File: src/rtl/dmem_port_arbiter_if.sv
// Bus bundle between the two data-memory requesters, the arbiter and the
// single-port 1024x32 data memory.
//   master : requester side (CPU LSU on port 0, DMA/debug loader on port 1)
//   slave  : arbiter side
//   mem    : memory side
interface dmem_port_arbiter_if;
   logic        p0_req;
   logic        p0_we;
   logic [31:0] p0_addr;
   logic [31:0] p0_wdata;
   logic        p0_gnt;
   logic        p0_rvalid;
   logic [31:0] p0_rdata;
   logic        p0_err;

   logic        p1_req;
   logic        p1_we;
   logic [31:0] p1_addr;
   logic [31:0] p1_wdata;
   logic        p1_gnt;
   logic        p1_rvalid;
   logic [31:0] p1_rdata;
   logic        p1_err;

   logic [9:0]  mem_addr;
   logic [31:0] mem_din;
   logic        mem_wen;
   logic        mem_ren;
   logic [31:0] mem_dout;

   modport master (
      output p0_req, p0_we, p0_addr, p0_wdata,
      input  p0_gnt, p0_rvalid, p0_rdata, p0_err,
      output p1_req, p1_we, p1_addr, p1_wdata,
      input  p1_gnt, p1_rvalid, p1_rdata, p1_err
   );

   modport slave (
      input  p0_req, p0_we, p0_addr, p0_wdata,
      output p0_gnt, p0_rvalid, p0_rdata, p0_err,
      input  p1_req, p1_we, p1_addr, p1_wdata,
      output p1_gnt, p1_rvalid, p1_rdata, p1_err,
      output mem_addr, mem_din, mem_wen, mem_ren,
      input  mem_dout
   );

   modport mem (
      input  mem_addr, mem_din, mem_wen, mem_ren,
      output mem_dout
   );
endinterface

File: src/rtl/dmem_port_arbiter.sv
// Two-port arbiter in front of the single-port 1024x32 data memory.
// One access per cycle; byte address -> word index; illegal (misaligned or
// beyond 4 KiB) accesses take the slot but are answered with an err pulse.
// Read data comes back one cycle after the grant, steered by an owner tag.
//
// Build option: DMEM_ARB_RR_EN
//   undefined : contested cycles go to port 0 until MAX_STREAK consecutive
//               contested wins, then port 1 gets one.
//   defined   : contested cycles alternate on the last granted port
//               (resets to port 1, so port 0 wins the first contest).
//
// Arbitration state:
//   state             | meaning
//   r_streak (fixed)  | consecutive port 0 grants while port 1 was waiting
//   r_last_p1 (rr)    | 1 = most recent grant went to port 1
module dmem_port_arbiter #(
   parameter int MAX_STREAK = 4
) (
   input logic               clk,
   input logic               reset,
   dmem_port_arbiter_if.slave bus
);

   localparam int SW = $clog2(MAX_STREAK + 1);

   logic        w_req0;
   logic        w_req1;
   logic        w_gnt0;
   logic        w_gnt1;
   logic        w_any_gnt;
   logic        w_sel_we;
   logic [31:0] w_sel_addr;
   logic [31:0] w_sel_wdata;
   logic        w_sel_legal;
   logic        w_mem_wen;
   logic        w_mem_ren;
   logic [9:0]  w_mem_addr;
   logic [31:0] w_mem_din;

   logic        r_rvalid0;
   logic        r_rvalid1;
   logic        r_err0;
   logic        r_err1;

`ifdef DMEM_ARB_RR_EN
   logic        r_last_p1;
   logic        w_last_p1_nxt;
`else
   logic [SW-1:0] r_streak;
   logic [SW-1:0] w_streak_nxt;
`endif

   // Requests are ignored while reset is asserted so nothing is granted.
   assign w_req0 = bus.p0_req & ~reset;
   assign w_req1 = bus.p1_req & ~reset;

   // Winner selection: single requester wins outright, contention uses the
   // configured policy.
   always_comb begin
      w_gnt0 = 1'b0;
      w_gnt1 = 1'b0;
      if (w_req0 && w_req1) begin
`ifdef DMEM_ARB_RR_EN
         w_gnt0 = r_last_p1;
`else
         w_gnt0 = (r_streak != SW'(MAX_STREAK));
`endif
         w_gnt1 = ~w_gnt0;
      end else begin
         w_gnt0 = w_req0;
         w_gnt1 = w_req1;
      end
   end

`ifdef DMEM_ARB_RR_EN
   // State register: last granted port.
   always_ff @(posedge clk or posedge reset) begin
      if (reset) r_last_p1 <= 1'b1;
      else       r_last_p1 <= w_last_p1_nxt;
   end

   // Next state: remember whichever port was granted, hold on idle cycles.
   always_comb begin
      w_last_p1_nxt = r_last_p1;
      if (w_gnt1)      w_last_p1_nxt = 1'b1;
      else if (w_gnt0) w_last_p1_nxt = 1'b0;
   end
`else
   // State register: port 0 streak counter.
   always_ff @(posedge clk or posedge reset) begin
      if (reset) r_streak <= '0;
      else       r_streak <= w_streak_nxt;
   end

   // Next state: count port 0 wins while port 1 waits; any cycle without a
   // port 0 grant restarts the streak. Port 0 alone holds the count.
   always_comb begin
      w_streak_nxt = r_streak;
      if (w_gnt1 || !w_gnt0)
         w_streak_nxt = '0;
      else if (w_req1 && (r_streak != SW'(MAX_STREAK)))
         w_streak_nxt = r_streak + SW'(1);
   end
`endif

   // Output decode: mux the winner onto the memory and derive enables.
   always_comb begin
      w_any_gnt   = w_gnt0 | w_gnt1;
      w_sel_we    = w_gnt1 ? bus.p1_we    : bus.p0_we;
      w_sel_addr  = w_gnt1 ? bus.p1_addr  : bus.p0_addr;
      w_sel_wdata = w_gnt1 ? bus.p1_wdata : bus.p0_wdata;
      w_sel_legal = (w_sel_addr[1:0] == 2'b00) && (w_sel_addr[31:12] == 20'd0);
      w_mem_wen   = w_any_gnt & w_sel_legal & w_sel_we;
      w_mem_ren   = w_any_gnt & w_sel_legal & ~w_sel_we;
      w_mem_addr  = w_any_gnt ? w_sel_addr[11:2] : 10'd0;
      w_mem_din   = w_any_gnt ? w_sel_wdata : 32'd0;
   end

   // Response tags: which port owns next cycle's read data or error pulse.
   always_ff @(posedge clk or posedge reset) begin
      if (reset) begin
         r_rvalid0 <= 1'b0;
         r_rvalid1 <= 1'b0;
         r_err0    <= 1'b0;
         r_err1    <= 1'b0;
      end else begin
         r_rvalid0 <= w_gnt0 & w_mem_ren;
         r_rvalid1 <= w_gnt1 & w_mem_ren;
         r_err0    <= w_gnt0 & ~w_sel_legal;
         r_err1    <= w_gnt1 & ~w_sel_legal;
      end
   end

   assign bus.p0_gnt    = w_gnt0;
   assign bus.p1_gnt    = w_gnt1;
   assign bus.p0_rvalid = r_rvalid0;
   assign bus.p1_rvalid = r_rvalid1;
   assign bus.p0_err    = r_err0;
   assign bus.p1_err    = r_err1;
   // Both ports see the memory output; rvalid tells the owner it is theirs.
   assign bus.p0_rdata  = reset ? 32'd0 : bus.mem_dout;
   assign bus.p1_rdata  = reset ? 32'd0 : bus.mem_dout;
   assign bus.mem_addr  = w_mem_addr;
   assign bus.mem_din   = w_mem_din;
   assign bus.mem_wen   = w_mem_wen;
   assign bus.mem_ren   = w_mem_ren;

endmodule

File: src/flat_wrapper.sv
// flat-port wrapper written by rule: the top's interface ports become plain ports
module dmem_port_arbiter_flat 
#(
   parameter int MAX_STREAK = 4
)
  (clk, reset, bus_p0_req, bus_p0_we, bus_p0_addr, bus_p0_wdata, bus_p0_gnt, bus_p0_rvalid, bus_p0_rdata, bus_p0_err, bus_p1_req, bus_p1_we, bus_p1_addr, bus_p1_wdata, bus_p1_gnt, bus_p1_rvalid, bus_p1_rdata, bus_p1_err, bus_mem_addr, bus_mem_din, bus_mem_wen, bus_mem_ren, bus_mem_dout);
  dmem_port_arbiter_if bus_i ();
  input logic clk;
  input logic reset;
  input wire logic [$bits(bus_i.p0_req)-1:0] bus_p0_req;
  input wire logic [$bits(bus_i.p0_we)-1:0] bus_p0_we;
  input wire logic [$bits(bus_i.p0_addr)-1:0] bus_p0_addr;
  input wire logic [$bits(bus_i.p0_wdata)-1:0] bus_p0_wdata;
  output wire logic [$bits(bus_i.p0_gnt)-1:0] bus_p0_gnt;
  output wire logic [$bits(bus_i.p0_rvalid)-1:0] bus_p0_rvalid;
  output wire logic [$bits(bus_i.p0_rdata)-1:0] bus_p0_rdata;
  output wire logic [$bits(bus_i.p0_err)-1:0] bus_p0_err;
  input wire logic [$bits(bus_i.p1_req)-1:0] bus_p1_req;
  input wire logic [$bits(bus_i.p1_we)-1:0] bus_p1_we;
  input wire logic [$bits(bus_i.p1_addr)-1:0] bus_p1_addr;
  input wire logic [$bits(bus_i.p1_wdata)-1:0] bus_p1_wdata;
  output wire logic [$bits(bus_i.p1_gnt)-1:0] bus_p1_gnt;
  output wire logic [$bits(bus_i.p1_rvalid)-1:0] bus_p1_rvalid;
  output wire logic [$bits(bus_i.p1_rdata)-1:0] bus_p1_rdata;
  output wire logic [$bits(bus_i.p1_err)-1:0] bus_p1_err;
  output wire logic [$bits(bus_i.mem_addr)-1:0] bus_mem_addr;
  output wire logic [$bits(bus_i.mem_din)-1:0] bus_mem_din;
  output wire logic [$bits(bus_i.mem_wen)-1:0] bus_mem_wen;
  output wire logic [$bits(bus_i.mem_ren)-1:0] bus_mem_ren;
  input wire logic [$bits(bus_i.mem_dout)-1:0] bus_mem_dout;
  assign bus_i.p0_req = bus_p0_req;
  assign bus_i.p0_we = bus_p0_we;
  assign bus_i.p0_addr = bus_p0_addr;
  assign bus_i.p0_wdata = bus_p0_wdata;
  assign bus_p0_gnt = bus_i.p0_gnt;
  assign bus_p0_rvalid = bus_i.p0_rvalid;
  assign bus_p0_rdata = bus_i.p0_rdata;
  assign bus_p0_err = bus_i.p0_err;
  assign bus_i.p1_req = bus_p1_req;
  assign bus_i.p1_we = bus_p1_we;
  assign bus_i.p1_addr = bus_p1_addr;
  assign bus_i.p1_wdata = bus_p1_wdata;
  assign bus_p1_gnt = bus_i.p1_gnt;
  assign bus_p1_rvalid = bus_i.p1_rvalid;
  assign bus_p1_rdata = bus_i.p1_rdata;
  assign bus_p1_err = bus_i.p1_err;
  assign bus_mem_addr = bus_i.mem_addr;
  assign bus_mem_din = bus_i.mem_din;
  assign bus_mem_wen = bus_i.mem_wen;
  assign bus_mem_ren = bus_i.mem_ren;
  assign bus_i.mem_dout = bus_mem_dout;
  dmem_port_arbiter #(.MAX_STREAK(MAX_STREAK)) u_core (.clk(clk), .reset(reset), .bus(bus_i));
endmodule
File: config.mk
export PLATFORM = sky130hd
export DESIGN_NAME = dmem_port_arbiter_flat
export DESIGN_NICKNAME = d
export VERILOG_FILES = /design/src/rtl/dmem_port_arbiter_if.sv /design/src/rtl/dmem_port_arbiter.sv /design/src/flat_wrapper.sv
export SDC_FILE = /design/constraint.sdc
export NUM_CORES = 1
export LEC_CHECK = 0
export BUFFER_PORTS_ARGS = -buffer_cell sky130_fd_sc_hd__buf_4
export CORE_AREA = 4 4 107 109
export DETAILED_ROUTE_END_ITERATION = 10
export DIE_AREA = 0 0 111 113
export GPL_ROUTABILITY_DRIVEN = 1
export PLACE_DENSITY_LB_ADDON = 0.12
export SLEW_MARGIN = 20
export SYNTH_ARGS = -nofsm -noshare
export SYNTH_HDL_FRONTEND = slang
export SYNTH_SLANG_ARGS = --single-unit
File: constraint.sdc
create_clock -name clk -period 2.9 [get_ports clk]
set_clock_uncertainty 0.1 [all_clocks]
set_input_delay 0.58 -clock clk [delete_from_list [all_inputs] [get_ports clk]]
set_output_delay 0.58 -clock clk [all_outputs]
set_load 0.005 [all_outputs]
; Word level (Yosys, flattened, before mapping)
; Cells that the tools add are included.
[totals]
register_bits = 7
in_bits = 166
wordCells = 39
[classes]
n_addsub = 1
eq_ne = 1
muxes = 10
bitwise_logic = 14
n_reduce_logical = 8
[op_table]
columns = operator, count
row1 = 32-bit two-way mux, 4
row2 = 20-bit zero test, 1
row3 = 10-bit two-way mux, 1
row4 = 1-bit AND, 9
row5 = 3-bit two-way mux, 2
row6 = 1-bit NOT, 4
row7 = "3-bit by 1-bit adder with 3-bit output, second input constant", 1
row8 = 1-bit logical AND, 3
row9 = 1-bit two-way mux, 3
row10 = "3-bit != test, second input constant", 1
row11 = 2-bit zero test, 1
row12 = 2-bit nonzero test, 1
row13 = 1-bit zero test, 1
row14 = 1-bit logical OR, 1
row15 = 1-bit bitwise OR, 1

; Longest topological paths before layout
; Gate-level depths: netlist (run 1).
[depth]
ltp_word = 10
mapped_depth = 9
depth_no_buf = 7

; Worst setup path before layout (run 1)
; Ideal clock, no wire load.
[synth_path]
kind = input to output
startpoint = in bus_p1_req
endpoint = out bus_mem_wen
arrival_time_ns = 1.829
slack_ns = 0.391
path_stages = 5
n_path_buf = 1
cell_sequence = buf_4 > nand2b_1 > a21o_1 > or4_4 > a221oi_1
[synth_via]
elab_chain_len = 8
[synth_rtl]
columns = item, line_no
row1 = "start, declared", flat_wrapper.sv:18  ; input wire logic [$bits(bus_i.p1_req)-1:0] bus_p1_req;
row2 = 1-bit AND *, dmem_port_arbiter.sv:55  ; assign w_req1 = bus.p1_req & ~reset;
row3 = 1-bit logical AND, dmem_port_arbiter.sv:62  ; if (w_req0 && w_req1) begin
row4 = 1-bit two-way mux, dmem_port_arbiter.sv:62
row5 = 32-bit two-way mux, dmem_port_arbiter.sv:110  ; w_sel_addr = w_gnt1 ? bus.p1_addr : bus.p0_addr;
row6 = 20-bit zero test or 2-bit zero test (tied branches), dmem_port_arbiter.sv:112  ; w_sel_legal = (w_sel_addr[1:0] == 2'b00) && (w_sel_addr[31:12] == 20'd0);
row7 = 1-bit logical AND, dmem_port_arbiter.sv:112
row8 = 1-bit AND, dmem_port_arbiter.sv:113  ; w_mem_wen = w_any_gnt & w_sel_legal & w_sel_we;
row9 = 1-bit AND *, dmem_port_arbiter.sv:113
row10 = "end, declared", flat_wrapper.sv:28  ; output wire logic [$bits(bus_i.mem_wen)-1:0] bus_mem_wen;
; Every way passes the cells marked *; elsewhere a longest branch is shown, timed or not.

; Worst setup path in the final report (run 1)
[layout_path]
startpoint = in bus_p0_addr[28]
endpoint = out bus_mem_wen
[layout_via]
elab_chain_len = 5
[layout_rtl]
columns = item, line_no
row1 = "start, declared", flat_wrapper.sv:12  ; input wire logic [$bits(bus_i.p0_addr)-1:0] bus_p0_addr;
row2 = 32-bit two-way mux, dmem_port_arbiter.sv:110
row3 = 20-bit zero test, dmem_port_arbiter.sv:112
row4 = 1-bit logical AND, dmem_port_arbiter.sv:112
row5 = 1-bit AND (2 in series), dmem_port_arbiter.sv:113
; No other way between the ends.

==> metrics.txt, run 1 <==
Static Leakage 1.98 nW; Crit. End Element primary output; area grow syn2layout 140%; vias in the first global route about 2600; worst setup margin between 0.07 and 0.08 ns; Tot GR Track Use 0.132; syn nets roughly 430; register area share after synthesis 0.114; max-slew violation count 0; Worst Tran Pin Value 0.636 ns; Die Span Y 113 microns; largest net degree at the start of global routing 34; crit start category primary input; vias post-DR 2582; worst slack at placement -0.0257 ns; fin nets a little under 700; Sinks on Clock Net 7; final hold viol count 0; Post-DP HPWL a little under 8000 microns; kind of critical path primary input to primary output; Final ANT Viol Nets 0; Power Dens Cells 186 nW/um^2; Reg clk slew, reported paths 0.04 ns; RSZ-0062 raised after global routing false; cell count after synthesis 266; global-route wire length before repair ~14000 microns; Filler cells 1146; CTS buffer count 3; I/O pin cnt 280; n_diodes 0; initial antenna violation count 0; Worst Path Max Fanout 3; Avg Inst Size Synth approximately 5.8 sq um; # rows 38; initial core utilization 0.145; share of cells above drive strength 1 0.590; Post-Route M1 WL 3530 microns; Yosys Warn Count 0; final WL 9460 microns; leading cell types in the layout, fill and taps excluded buf_4, nand2_1, a21oi_1; highest routed metal layer met4; DRC 0; required time worst endpoint ~2.2 ns; max-cap violations 0; normalized max-slew margin 0.574; Synth cell types 27; Die ar. ~13000 sq um; clock root cell clkbuf_8; Remaining Overflow, GRT 0; total power just under 0.0007 W; core area 10600 sq um; port bufs 279; Die X 111 microns; # setup viols final 0; Pre-antenna DRT Iters 4; Final GP Congestion 0.806; Max Root-Sink Buffers 2; WL met3 between 700 and 800 microns; Cell Area, Placed 3590 sq um; CTS Hold Bufs 0; CTS tree yes; met2 wire length 5150 microns; final critical-path share of the clock period 0.976; maximum VDD drop a little under 90 uV; vias per cell slightly below 4; post-route cell area 3690 sq um; Tmin final 2.83 ns; leading cell type in the layout, fill and taps excluded buf_4; Worst-Skew Late Latency around 0.22 ns; maximum clock frequency around 0.35 GHz; H-tree lvl count 1; Avg WL per Cell 14.6 microns; #FFs+latches synth 7; Worst EP arrival about 2.2 ns; run status finished clean; Worst Hold Class primary input to flip-flop; cell area after synthesis 1530 sq um; Iter 0 DRT Violations about 120
## final timing paths
| path | start | endpoint | slack (ns) | depth (start not counted) |
|---|---|---|---|---|
| worst max-delay path | bus_p0_addr[28] | bus_mem_wen | 0.07 | 6 |
| worst min-delay path | bus_p1_we | u_core.bus.p1_rvalid$_DFF_PP0_ | 0.43 | 2 |
| worst max register to register | u_core.r_streak[0]$_DFFE_PP0P_ | u_core.bus.p0_rvalid$_DFF_PP0_ | 0.81 | 7 |
| worst min register to register | u_core.r_streak[2]$_DFFE_PP0P_ | u_core.r_streak[2]$_DFFE_PP0P_ | 0.46 | 2 |
| max in group asynchronous | reset | u_core.bus.p0_err$_DFF_PP0_ | 1.97 | 4 |
| min in group asynchronous | reset | u_core.r_streak[2]$_DFFE_PP0P_ | 0.60 | 4 |
## cells by family (layout without fill, tap and decap cells)
| logic type | count (synthesis) | in the layout | share of synthesized area |
|---|---|---|---|
| adders and majority gates | 2 | 2 | 0.0163 |
| buffers and inverters | 53 | 297 | 0.211 |
| DFF | 7 | 7 | 0.114 |
| AOI/OAI and AO/OA | 50 | 50 | 0.184 |
| and+or+nand+nor | 152 | 152 | 0.460 |
| muxes | 2 | 2 | 0.0147 |
## layout make-up
class | count | area, sq um | area share
repair buffers | 289 | 2220 | 0.602
multi-input cells | 206 | 1050 | 0.286
flip-flops and latches | 7 | 175 | 0.0475
well taps | 140 | 175 | 0.0475
clock buffers | 4 | 45.0 | 0.0122
inverters | 4 | 17.5 | 0.00475
## power by group
part | internal [W] | switching (W)
clock network | 0.0000950 | 0.0000407
registers | 0.000100 | 0.00000104
logic | 0.000285 | 0.000162
## Yosys cell counts
cell type  number  share of area
nor2_1          7          0.017
nor3_1          2         0.0065
nand2_1        93           0.23
mux2_2          2          0.015
nor2b_1        32           0.13
or4_4           1         0.0073
o21ai_1         1         0.0033
nand2b_1        2         0.0082
a211oi_1        1         0.0049
buf_2           1         0.0033
a221oi_1        1         0.0057
nor4_1         10          0.041
and4_1          1         0.0057
o21ai_0         1         0.0033
dfrtp_1         7           0.11
a21oi_1        44           0.14
nand3_1         1         0.0033
buf_4          33           0.16
ha_1            2          0.016
a2111oi_4       1          0.018
nand4_1         1         0.0041
inv_2           1         0.0024
clkbuf_1       13          0.032
buf_1           2         0.0049
and3_1          2         0.0082
inv_1           3         0.0073
a21o_1          1         0.0049
## flip-flops by register name (all words and copies together), names as in the netlist
name                  count
u_core.r_streak           3
u_core.bus.p1_rvalid      1
u_core.bus.p0_err         1
u_core.bus.p1_err         1
u_core.bus.p0_rvalid      1
## worst max-delay path, cell delays in order
cell and delay, ns:
buf_4 0.11, nor4_1 0.40, and4_1 0.28, nand4_1 0.25, a221oi_2 0.37, buf_4 0.16
## per-stage QoR
stage / hold WS [ns] / utilization / setup TNS (ns) / instances
2_1_floorplan: 0.298 / - / 0 / 266
6_report: 0.431 / 0.348 / 0 / 650
3_5_place_dp: 0.462 / 0.339 / -0.0257 / 644
4_1_cts: 0.427 / 0.344 / 0 / 649
5_1_grt: 0.433 / 0.348 / 0 / 650
3_3_place_gp: 0.442 / 0.339 / 0 / 644
## layer usage
metal / GRT usage / vias up
met1: 0.150 / 1125
met2: 0.257 / 126
li1: - / 1323
met5: 0 / -
met4: 0.0148 / 0
met3: 0.0337 / 8
## what timing repair did
item,4_1_cts,5_1_grt
gates cloned,0,1
hold endpoints to repair,0,0
resized for setup,1,6
pin swaps,1,4
endpoints found under the setup margin,1,35
setup buffers,1,0
No activity file was read; power rests on OpenSTA's default activity.
==> inputs of run 2 (changes only) <==
--- a/config.mk
+++ b/config.mk
@@ -6,11 +6,13 @@
 export NUM_CORES = 1
 export LEC_CHECK = 0
 export BUFFER_PORTS_ARGS = -buffer_cell sky130_fd_sc_hd__buf_4
-export CORE_AREA = 4 4 107 109
+export CORE_AREA = 4 4 106 108
+export CTS_CLUSTER_DIAMETER = 40
 export DETAILED_ROUTE_END_ITERATION = 10
-export DIE_AREA = 0 0 111 113
+export DIE_AREA = 0 0 110 112
 export GPL_ROUTABILITY_DRIVEN = 1
 export PLACE_DENSITY_LB_ADDON = 0.12
+export SETUP_SLACK_MARGIN = 0.5
 export SLEW_MARGIN = 20
 export SYNTH_ARGS = -nofsm -noshare
 export SYNTH_HDL_FRONTEND = slang
==> constraint.sdc (replaced) <==
create_clock -name clk -period 3.38 [get_ports clk]
set_clock_uncertainty 0.1 [all_clocks]
set_input_delay 0.676 -clock clk [delete_from_list [all_inputs] [get_ports clk]]
set_output_delay 0.676 -clock clk [all_outputs]
set_load 0.005 [all_outputs]
==> run 2 against run 1 <==
- non-clock buffer count rose by 3
- hold slack better by 0.038 ns
- core utilization increased by 1.8 points
- combinational power down 13%
- sequential share of layout area fell by 0.076 points
- largest cell class unchanged
- total power is 14% lower
- largest power group unchanged
- register-to-register slack improved by 0.36 ns
- sequential power is 14% lower
- setup slack improved by 0.31 ns
- global-route usage is 1.2 points higher
- final area grew 1.6%
==> metrics.txt, run 2 (same netlist as run 1, synthesis figures left out) <==
clock root cell clkbuf_8; CTS tree yes; vias in the first global route 2706; CTS buffer count 3; Worst-Skew Late Latency around 0.22 ns; setup_tns 0 ns; vias post-DR 2617; maximum VDD drop ~70 uV; FF/Latch Area 175 sq um; Tot GR Track Use 0.144; Remaining Overflow, GRT 0; Tmin final 3.00 ns; Crit. End Element primary output; Max Root-Sink Buffers 2; vias per cell 4.03; kind of critical path primary input to primary output; final WL 9590 microns; leading cell type in the layout, fill and taps excluded buf_4; area of the multi-input gates 1090 sq um; max-slew violation count 0; Die Span Y 112 microns; core area between 10000 and 15000 sq um; Worst Path Max Fanout 3; max reg flops 3; Post-DP HPWL 8270 microns; # rows 37; WL met3 725 microns; Iter 0 DRT Violations 79; # setup viols final 0; H-tree lvl count 1; largest net degree at the start of global routing 43; utilization after layout 0.366; initial core utilization 0.150; RSZ-0062 raised after global routing true; run status finished clean; Final GP Congestion about 0.77; leading cell types in the layout, fill and taps excluded buf_4, nand2_1, a21oi_1; highest routed metal layer met4; DRC 0; Worst EP arrival around 2.2 ns; share of cells above drive strength 1 0.595; Static Leakage 2.02 nW; Final ANT Viol Nets 0; final critical-path share of the clock period 0.888; initial antenna violation count 0; Pre-antenna DRT Iters 4; Avg WL per Cell 14.8 microns; normalized max-slew margin 0.715; port bufs 279; Filler cells 1092; max-cap violations 0; Sinks on Clock Net 7; area grow syn2layout 144%; Post-Route M1 WL roughly 3300 microns; Die ar. 12300 sq um; global-route wire length before repair 14100 microns; required time worst endpoint 2.60 ns; fin nets approximately 680; final hold viol count 0; Power Dens Cells 158 nW/um^2; Reg clk slew, reported paths 0.04 ns; Biggest register u_core.r_streak; maximum clock frequency 0.333 GHz; met2 wire length 5470 microns; Die X about 110 microns; Worst Tran Pin Value 0.426 ns; n_diodes 0; Worst Hold Class flip-flop to flip-flop; crit start category primary input; post-CTS setup buffer count 0; I/O pin cnt 280
-- run 2: cell count changes in the layout (fill, tap and decap cells not counted), sizes merged --
cell    change
buf         +4
clkbuf      -1
-- run 2: worst paths after layout --
| check | from | end | slack, ns | cells past startpoint |
|---|---|---|---|---|
| min | u_core.r_streak[1]$_DFFE_PP0P_ | u_core.r_streak[1]$_DFFE_PP0P_ | 0.47 | 2 |
| min in group asynchronous | reset | u_core.r_streak[0]$_DFFE_PP0P_ | 0.69 | 4 |
| max | bus_p1_addr[24] | bus_mem_ren | 0.38 | 7 |
| min reg2reg | u_core.r_streak[1]$_DFFE_PP0P_ | u_core.r_streak[1]$_DFFE_PP0P_ | 0.47 | 2 |
| max in group asynchronous | reset | u_core.bus.p0_err$_DFF_PP0_ | 2.36 | 4 |
| max reg2reg | u_core.r_streak[0]$_DFFE_PP0P_ | u_core.bus.p0_rvalid$_DFF_PP0_ | 1.17 | 7 |
-- run 2: per-layer routing --
layer | vias to the layer above | global-route usage
li1 | 1329 | -
met1 | 1156 | 0.161
met2 | 124 | 0.280
met3 | 8 | 0.0238
met4 | 0 | 0.0258
met5 | - | 0
-- run 2: metrics by stage --
step	area [sq um]	instances	setup WS, ns	total power [W]	hold slack, ns
floorplan	1530	266	0.679	0.000215	0.394
global placement	3620	645	0.0862	0.000474	0.443
detailed placement	3620	645	0.0799	0.000474	0.457
CTS	3720	649	0.348	0.000600	0.470
global route	3750	649	0.280	0.000638	0.486
finish	3750	649	0.378	0.000592	0.468
-- run 2: power breakdown --
| part | switching (W) | leakage, nW | total [W] | internal [W] |
|---|---|---|---|---|
| Clock | 0.0000338 | 0.0228 | 0.000115 | 0.0000814 |
| Sequential | 0.000000718 | 0.0956 | 0.0000867 | 0.0000860 |
| Combinational | 0.000143 | 1.90 | 0.000390 | 0.000247 |
| Total | 0.000177 | 2.02 | 0.000592 | 0.000414 |
-- run 2: cell type report --
cell class                      instances  share of cell area
Clock buffer                            4              0.0120
Timing Repair Buffer                  292               0.598
Tap cell                              136              0.0454
Multi-Input combinational cell        206               0.292
Sequential cell                         7              0.0468
Inverter                                4             0.00534
-- run 2: timing repair --
item	in CTS	in global routing
endpoints found under the setup margin	20	44
hold endpoints to repair	0	0
resized for setup	10	5
hold buffers	0	0
pin swaps	4	0
-- run 2: worst max-delay path, cell delays in order --
cell	delay [ns]
buf_6	0.09
nor4_4	0.29
buf_4	0.17
nand2_2	0.04
or4_4	0.52
a211oi_1	0.28
buf_4	0.16
==> inputs of run 3 (changes only) <==
--- a/config.mk
+++ b/config.mk
@@ -6,10 +6,12 @@
 export NUM_CORES = 1
 export LEC_CHECK = 0
 export BUFFER_PORTS_ARGS = -buffer_cell sky130_fd_sc_hd__buf_4
-export CORE_AREA = 4 4 106 108
+export CELL_PAD_IN_SITES_DETAIL_PLACEMENT = 0
+export CELL_PAD_IN_SITES_GLOBAL_PLACEMENT = 2
+export CORE_MARGIN = 4
+export CORE_UTILIZATION = 10
 export CTS_CLUSTER_DIAMETER = 40
 export DETAILED_ROUTE_END_ITERATION = 10
-export DIE_AREA = 0 0 110 112
 export GPL_ROUTABILITY_DRIVEN = 1
 export PLACE_DENSITY_LB_ADDON = 0.12
 export SETUP_SLACK_MARGIN = 0.5
==> run 3 against run 2 <==
- setup slack improved by 0.074 ns
- sequential cell count did not move
- sequential share of layout area fell by 0.20 points
- count of clock-buffer cells in the layout did not move
- combinational power rose by 3%
- critical path depth fell by 1
- first-iteration DRC count fell by 25%
- largest power group unchanged
- critical endpoint is now bus_mem_wen
- hold slack improved by 0.0069 ns
- clock power rose by 76%
- maximum frequency rose by 2.5%
- core utilization fell by 10 points
==> metrics.txt, run 3 (same netlist as run 1, synthesis figures left out) <==
vias in the first global route about 2800; Power Dens Cells 176 nW/um^2; required time worst endpoint ~2.6 ns; Static Leakage between 2 and 2.5 nW; reg2reg path depth 7; CP cell instances buf_6 > nor4_2 > nand2_1 > or4_4 > a221oi_2 > buf_4; Hold WS 0.475 ns; HP Start u_core.r_streak[1]$_DFFE_PP0P_; crit start category primary input; Die X between 100 and 150 microns; final hold viol count 0; post-route cell area slightly below 4000 sq um; leading cell types in the layout, fill and taps excluded buf_4, nand2_1, a21oi_1; H-tree lvl count 1; # rows 44; final critical-path share of the clock period 0.867; vias per cell 3.80; Worst Hold End u_core.r_streak[1]$_DFFE_PP0P_; Worst Setup SP bus_p1_addr[30]; Tot GR Track Use 0.112; RSZ-0062 raised after global routing true; Worst Tran Pin Value 0.587 ns; maximum clock frequency 0.341 GHz; Pre-antenna DRT Iters 4; Cell Area, Placed between 3000 and 4000 sq um; depth of the worst hold-timing path 2; Sw Share 0.280; Worst-Skew Late Latency around 0.23 ns; Biggest register u_core.r_streak; Final GP Congestion 0.762; R2R Path End u_core.bus.p0_rvalid$_DFF_PP0_; kind of critical path primary input to primary output; largest net degree at the start of global routing 44; Iter 0 DRT Violations 59; worst slack at placement around 0.28 ns; initial core utilization 0.104; CP max stage cell or4_4; worst setup margin 0.451 ns; max-cap violations 0; Die Span Y around 130 microns; final WL 10700 microns; Post-DP HPWL just under 9000 microns; fin nets a little under 700; Final ANT Viol Nets 0; Worst Path Max Fanout 3; CTS buffer count 3; Reg clk slew, reported paths 0.04 ns; global-route wire length before repair 15700 microns; Flop pwr share 0.126; maximum VDD drop 123 uV; Worst Hold Class flip-flop to flip-flop; max-slew violation count 0; n_diodes 0; Die ar. 17400 sq um; I/O pin cnt 280; Final Non-Filler Cells 699; vias post-DR 2653; initial antenna violation count 0; Worst EP arrival about 2.2 ns; Tmin final around 3 ns; combinational share of power 0.581; leading cell type in the layout, fill and taps excluded buf_4; DRC 0; flop2flop setup slack roughly 1.2 ns; Avg WL per Cell 15.3 microns; normalized max-slew margin 0.607; # setup viols final 0; Max stage delay on crit path 0.57 ns; clock root cell clkbuf_16; reg-to-reg startpoint u_core.r_streak[0]$_DFFE_PP0P_; NetSw around 0.00019 W; port bufs roughly 280; Remaining Overflow, GRT 0; CTS tree yes; Max Root-Sink Buffers 2; Top delay family on crit path simple AND/OR/NAND/NOR gates; Cells after DPL 690; share of cells above drive strength 1 0.612; internal power between 0.0004 and 0.0005 W; WP buf/inv 2; Clk pwr share 0.293; area grow syn2layout 155%; run status finished clean; core area 14800 sq um; Crit. End Element primary output; Sinks on Clock Net 7; setup_tns 0 ns; max reg flops 3
-- run 3: cell count changes in the layout (fill, tap and decap cells not counted), moves of 2 or more --
cell	delta
nor4_2	+4
inv_2	+2
clkbuf_16	+4
buf_4	-3
buf_6	+4
clkbuf_8	-3
nor4_1	-4
inv_1	-2
-- run 3: how the worst max path moves through the flow --
stage	endpoint	slack, ns	depth (start not counted)
after detailed placement	bus_mem_wen	0.28	6
after floorplan	bus_mem_wen	0.68	5
after global placement	bus_mem_wen	0.26	6
after global routing	bus_mem_wen	0.39	7
final	bus_mem_wen	0.45	6
after CTS	bus_mem_wen	0.46	6
-- run 3: routing by layer --
metal  GRT usage  share of wire  wire length (microns)
met1       0.111           0.34                   3650
met2       0.229           0.56                   6040
met3      0.0317          0.082                    875
met4      0.0233          0.015                    165
met5           0              0                      0
-- run 3: area by class of cell --
class / instances / area, sq um
fillers: 1688 / 10800
repair buffers: 294 / 2280
multi-input cells: 206 / 1130
well taps: 184 / 230
flip-flops and latches: 7 / 175
clock buffers: 4 / 78.8
inverters: 4 / 17.5
-- run 3: metrics by stage --
| stage | total power (W) | utilization |
|---|---|---|
| floorplan | 0.000215 | - |
| global placement | 0.000479 | 0.248 |
| detailed placement | 0.000478 | 0.248 |
| CTS | 0.000690 | 0.260 |
| global route | 0.000736 | 0.265 |
| finish | 0.000688 | 0.265 |
-- run 3: worst min-delay path, delay by kind of cell, from the launching register on --
family,cells,cell delay [ns]
compound gates,1,0.05
flops,1,0.39
simple gates,1,0.08
-- run 3: timing repair --
action	CTS	global route
hold buffers	0	0
endpoints found under the setup margin	34	24
gates cloned	0	1
resized for setup	16	9
setup buffers	3	1
pin swaps	9	3
endpoints found under the hold margin	0	0
-- run 3: power groups by stage --
stage / Clock, W / Combinational (W) / Sequential (W)
final: 0.000202 / 0.000400 / 0.0000869
after global routing: 0.000211 / 0.000438 / 0.0000871
after CTS: 0.000204 / 0.000399 / 0.0000869
after detailed placement: 0 / 0.000390 / 0.0000879
after global placement: 0 / 0.000391 / 0.0000878
after floorplan: 0 / 0.000128 / 0.0000879
